**src/rtl/alu_arbiter.sv**
```systemverilog
// Two-requester arbiter that time-shares one combinational RV32 ALU; optional ALU_ARB_RR_EN selects round-robin over fixed r0 priority.
// Latency: result valid one cycle after the accept edge; one op in flight, so at least 3 cycles between accepts.
// Backpressure: no request is accepted until the pending response is taken; response data is held until then.
module alu_arbiter (
    input  logic        clk,
    input  logic        rst_n,

    input  logic        r0_valid,
    output logic        r0_ready,
    input  logic [31:0] r0_in1,
    input  logic [31:0] r0_in2,
    input  logic [4:0]  r0_shamt,
    input  logic        r0_use_shamt,
    input  logic [2:0]  r0_funct3,
    input  logic [6:0]  r0_funct7,
    output logic        r0_rsp_valid,
    input  logic        r0_rsp_ready,

    input  logic        r1_valid,
    output logic        r1_ready,
    input  logic [31:0] r1_in1,
    input  logic [31:0] r1_in2,
    input  logic [4:0]  r1_shamt,
    input  logic        r1_use_shamt,
    input  logic [2:0]  r1_funct3,
    input  logic [6:0]  r1_funct7,
    output logic        r1_rsp_valid,
    input  logic        r1_rsp_ready,

    output logic [31:0] rsp_data,
    output logic [3:0]  rsp_flags,
    output logic        rsp_err,

    output logic [31:0] alu_in1,
    output logic [31:0] alu_in2,
    output logic [4:0]  alu_shamt,
    output logic        alu_use_shamt,
    output logic [2:0]  alu_funct3,
    output logic [6:0]  alu_funct7,
    input  logic [31:0] alu_out,
    input  logic        alu_carry,
    input  logic        alu_negative,
    input  logic        alu_zero,
    input  logic        alu_overflow
);

    typedef enum logic [1:0] {IDLE, EXEC, RESP} state_t;

    state_t      state_q, state_d;
    logic [31:0] op_in1_q, op_in2_q;
    logic [4:0]  op_shamt_q;
    logic        op_use_shamt_q;
    logic [2:0]  op_funct3_q;
    logic [6:0]  op_funct7_q;
    logic        gnt_id_q;
    logic [1:0]  rsp_vld_q;
    logic        gnt0, gnt1;
    logic        acc0, acc1;
    logic        rsp_hs;
    logic        op_unsupported;

`ifdef ALU_ARB_RR_EN
    logic last_r1_q;

    always_comb begin
        if (r0_valid && r1_valid) begin
            gnt0 = last_r1_q;
            gnt1 = !last_r1_q;
        end else begin
            gnt0 = r0_valid;
            gnt1 = r1_valid;
        end
    end

    // Reset to "last granted r1" so r0 takes the first tie.
    always_ff @(posedge clk or negedge rst_n) begin
        if (!rst_n)
            last_r1_q <= 1'b1;
        else if (rsp_hs)
            last_r1_q <= gnt_id_q;
    end
`else
    always_comb begin
        gnt0 = r0_valid;
        gnt1 = r1_valid && !r0_valid;
    end
`endif

    // Gated by rst_n so ready stays low while reset is held, not just after it.
    assign r0_ready = rst_n && (state_q == IDLE) && gnt0;
    assign r1_ready = rst_n && (state_q == IDLE) && gnt1;
    assign acc0     = r0_valid && r0_ready;
    assign acc1     = r1_valid && r1_ready;

    assign rsp_hs = (state_q == RESP) && (gnt_id_q ? r1_rsp_ready : r0_rsp_ready);

    assign op_unsupported = !((op_funct7_q == 7'b0000000) ||
                              ((op_funct7_q == 7'b0100000) &&
                               ((op_funct3_q == 3'b000) || (op_funct3_q == 3'b101))));

    always_comb begin
        state_d = state_q;
        case (state_q)
            IDLE:    if (acc0 || acc1) state_d = EXEC;
            EXEC:    state_d = RESP;
            RESP:    if (rsp_hs) state_d = IDLE;
            default: state_d = IDLE;
        endcase
    end

    always_ff @(posedge clk or negedge rst_n) begin
        if (!rst_n)
            state_q <= IDLE;
        else
            state_q <= state_d;
    end

    always_ff @(posedge clk or negedge rst_n) begin
        if (!rst_n) begin
            op_in1_q       <= '0;
            op_in2_q       <= '0;
            op_shamt_q     <= '0;
            op_use_shamt_q <= 1'b0;
            op_funct3_q    <= '0;
            op_funct7_q    <= '0;
            gnt_id_q       <= 1'b0;
        end else if (acc1) begin
            op_in1_q       <= r1_in1;
            op_in2_q       <= r1_in2;
            op_shamt_q     <= r1_shamt;
            op_use_shamt_q <= r1_use_shamt;
            op_funct3_q    <= r1_funct3;
            op_funct7_q    <= r1_funct7;
            gnt_id_q       <= 1'b1;
        end else if (acc0) begin
            op_in1_q       <= r0_in1;
            op_in2_q       <= r0_in2;
            op_shamt_q     <= r0_shamt;
            op_use_shamt_q <= r0_use_shamt;
            op_funct3_q    <= r0_funct3;
            op_funct7_q    <= r0_funct7;
            gnt_id_q       <= 1'b0;
        end
    end

    always_ff @(posedge clk or negedge rst_n) begin
        if (!rst_n) begin
            rsp_data  <= '0;
            rsp_flags <= '0;
            rsp_err   <= 1'b0;
            rsp_vld_q <= 2'b00;
        end else if (state_q == EXEC) begin
            if (op_unsupported) begin
                rsp_data  <= '0;
                rsp_flags <= '0;
                rsp_err   <= 1'b1;
            end else begin
                rsp_data  <= alu_out;
                rsp_flags <= {alu_carry, alu_negative, alu_zero, alu_overflow};
                rsp_err   <= 1'b0;
            end
            rsp_vld_q <= gnt_id_q ? 2'b10 : 2'b01;
        end else if (rsp_hs) begin
            rsp_vld_q <= 2'b00;
        end
    end

    assign r0_rsp_valid = rsp_vld_q[0];
    assign r1_rsp_valid = rsp_vld_q[1];

    assign alu_in1       = op_in1_q;
    assign alu_in2       = op_in2_q;
    assign alu_shamt     = op_shamt_q;
    assign alu_use_shamt = op_use_shamt_q;
    assign alu_funct3    = op_funct3_q;
    assign alu_funct7    = op_funct7_q;

endmodule

```
**config.mk**
```make
export PLATFORM = sky130hd
export DESIGN_NAME = alu_arbiter
export DESIGN_NICKNAME = d
export VERILOG_FILES = /design/src/rtl/alu_arbiter.sv
export SDC_FILE = /design/constraint.sdc
export NUM_CORES = 1
export LEC_CHECK = 0
export ABC_AREA = 0
export CELL_PAD_IN_SITES_DETAIL_PLACEMENT = 1
export CELL_PAD_IN_SITES_GLOBAL_PLACEMENT = 2
export CORE_UTILIZATION = 24
export CTS_CLUSTER_DIAMETER = 30
export CTS_CLUSTER_SIZE = 16
export DETAILED_ROUTE_END_ITERATION = 8
export GPL_ROUTABILITY_DRIVEN = 0
export PLACE_DENSITY = 0.95
export SLEW_MARGIN = 10
export SYNTH_ARGS = -nofsm -noshare
export SYNTH_HDL_FRONTEND = slang
export SYNTH_SLANG_ARGS = --single-unit
export TNS_END_PERCENT = 100
```
**constraint.sdc**
```tcl
create_clock -name clk -period 3 [get_ports clk]
set_input_delay 0.3 -clock clk [delete_from_list [all_inputs] [get_ports clk]]
set_output_delay 0.3 -clock clk [all_outputs]
set_load 0.02 [all_outputs]
```
==> flow_metrics.tcl <==
set metrics [dict create \
    outcome "completed" \
    cts_sinks 122 \
    period_share_pct 78.86 \
    ys_top_cells_by_area "dfrtp_1 49%, a22oi_1 8.5%, nor2b_1 7.8%" \
    cp_cell_sequence "dlygate4sd3_1, buf_4, nor3b_4, nand2_1, nor2_1, clkdlybuf4s50_1" \
    worst_ep_required_time_ns 2.70 \
    ys_types 32 \
    grt_pass1_vias 6902 \
    ys_seq_area_share_pct 49.29 \
    combPwrFrac_pct 48.5 \
    avgSynthCellArea_sq_um 9.647 \
    grt_max_degree 87 \
    wire_per_inst_um 19.70 \
    yosys_warnings 0 \
    worst_slack_ns 0.6341 \
    power.switching_mw 3.871 \
    p_leak_nw 3.828 \
    rsz0062_at_grt "no" \
    vias 6417 \
    cts_setup_buffers 0 \
    dr.pass1.iters 5 \
    place_hpwl_um 16600 \
    cp-end-kind "output pin" \
    drv_slew 0 \
    drt_wl_total_um 25060 \
    syn2layout_area_growth_pct 64.67 \
    num_rows 58 \
    avgViaCountPerCell 5.045 \
    n_antenna_cell 0 \
    die_area_sq_um 26450 \
    dr.first_iter.drc_count 372 \
    min_path_type "input pin to async pin" \
    portBuffers 322 \
    finalHoldViolCount 0 \
    worstPathMaxFanout 7 \
    ir_drop_v 0.0003468 \
    cts_made_buffers 17 \
    tns_ns 0 \
    gr-total-overflow 0 \
    grt_pass1_wl_um 39010 \
    cp_data_arrival_time_ns 2.07 \
    syn_nets 844 \
    ios 323 \
    ant_nets 0 \
    drv_cap 0 \
    coreArea_sq_um 25250 \
    syn_area_sq_um 6193 \
    design_area_sq_um 10200 \
    ctsHtreeMaxLevel 4 \
    power-per-cell-area_nw_per_um2 951.7 \
    synth_cells 642 \
    start_util_pct 24.52 \
    sw_frac_of_total_pct 39.88 \
    antenna_found_initial 0 \
    worstSetupPathType "input pin to output pin" \
    clk_transition_reported_paths_ns 0.06 \
    clk_latency_ns 0.42 \
    drc 0 \
    cell_internal_pwr_mw 5.835 \
    p_clk_share_pct 22.1 \
    crit_slowest_cell "clkdlybuf4s50_1" \
    critPathLaunchType "input pin" \
    yosysTopAreaCell "dfrtp_1" \
    reg2reg_slack_ns 0.76 \
    setup_violations 0 \
    die_w_um 162.6 \
    period_minus_slack_ns 2.366 \
    drive_gt1_share_pct 6.900 \
    slowest_delay_ns 0.64 \
    root_buffer "clkbuf_16" \
    synth_seq_cells 122 \
    worst_pin_slew_ns 0.9999 \
    grt_usage_pct 18.99 \
    dpl_worst_slack_ns 0.6977 \
    fmax_ghz 0.4227 \
    cts_tree "built" \
    clockBufferDepth 2 \
    place_area_sq_um 9587 \
    final_nets 1131 \
    die_h_um 162.6 \
    finClkSkew_ns 0.01024 \
    power_frac_seq_pct 29.4 \
    maxSlewHeadroom_pct 33.34 \
    synth.top_cell.area_share_pct 49.29 \
]
==> per-stage QoR <==
step	utilization, %	cells	power [mW]	hold slack [ns]
global route	40.38	1272	10.30	0.2688
finish	40.38	1272	9.706	0.2780
CTS	40.38	1272	9.835	0.2434
global placement	37.96	1239	7.514	0.1059
detailed placement	37.96	1239	7.625	0.1068
floorplan	-	642	5.410	0.004409
==> layout by cell type, fill, tap and decap left out, types with 16 or more instances in the layout <==
master and n:
clkdlybuf4s50_1 319, dfrtp_1 122, o21ai_1 90, nor2b_1 76
a31oi_1 74, a22oi_1 70, nand2_1 40, nand4_1 36
o21ai_0 21, clkbuf_16 17, buf_4 16
==> state kept, by name (all words and copies together), names as in the netlist <==
register       count
state_q            2
gnt_id_q           1
rsp_flags          4
rsp_data          32
rsp_vld_q          2
alu_in1           32
alu_funct3         3
alu_use_shamt      1
alu_in2           32
alu_funct7         7
rsp_err            1
alu_shamt          5
==> synth_stat cells, drive strengths merged <==
library cell	count
and4bb	1
nand4	36
o22a	1
nor2b	77
inv	2
a221oi	1
a31oi	74
a22oi	80
o21ai	111
nand4b	1
a21oi	4
nor3	1
o21a	1
dfrtp	122
nand2	40
or3b	1
nand3	2
nand2b	2
nor2	3
xor2	1
o2bb2ai	6
nor3b	1
nand3b	3
buf	37
nor4	1
clkbuf	33
==> kinds of logic after synthesis <==
| group | synth area share [%] |
|---|---|
| buffers and inverters | 6.182 |
| XOR/XNOR | 0.1414 |
| AND/OR/NAND/NOR | 15.86 |
| AO/OA/AOI/OAI | 28.53 |
| flip-flops | 49.29 |
==> power by group through the flow <==
stage | Combinational [mW] | Sequential [mW] | Clock (mW)
final | 4.71 | 2.86 | 2.14
after global placement | 4.67 | 2.84 | 0
after CTS | 4.77 | 2.86 | 2.21
after floorplan | 1.85 | 3.55 | 0
after global routing | 5.06 | 2.96 | 2.28
after detailed placement | 4.75 | 2.88 | 0
==> worst paths after layout <==
check                                       endpoint                startpoint  depth (start not counted)
max in group asynchronous   alu_shamt[4]$_DFFE_PN0P_                     rst_n                          4
min in group clk                gnt_id_q$_DFFE_PN0P_                  r1_valid                          3
max reg2reg                alu_funct3[2]$_DFFE_PN0P_    state_q[1]$_DFFE_PN0P_                          4
min reg2reg                 rsp_data[31]$_DFFE_PN0P_  rsp_data[31]$_DFFE_PN0P_                          2
max                                         r1_ready                     rst_n                          6
min                             gnt_id_q$_DFFE_PN0P_                     rst_n                          2
==> worst max-delay path: cells and delay by family <==
family	cells	cell delay, ns
buf+inv	3	1.36
simple gates	3	0.41
==> routing by layer <==
metal,global-route usage [%],wire (um),vias to the layer above
met5,0,0,-
met4,6.712,606,0
met2,30.69,11860,237
li1,-,-,2987
met3,6.977,2067,37
met1,23.12,10530,3156
==> repair_timing <==
item                                   in CTS  in global routing
gates resized for setup                     0                  0
endpoints found under the hold margin      25                  0
hold buffers                                1                  0
==> cell type report <==
| type | instances | area (sq um) |
|---|---|---|
| Fill cell | 2868 | 15060 |
| Timing Repair Buffer | 338 | 3348 |
| Sequential cell | 122 | 3053 |
| Multi-Input combinational cell | 448 | 2775 |
| Clock buffer | 18 | 429.2 |
| Tap cell | 330 | 412.9 |
| Clock inverter | 14 | 172.7 |
| Inverter | 2 | 7.507 |
No activity file was read; power rests on OpenSTA's default activity.
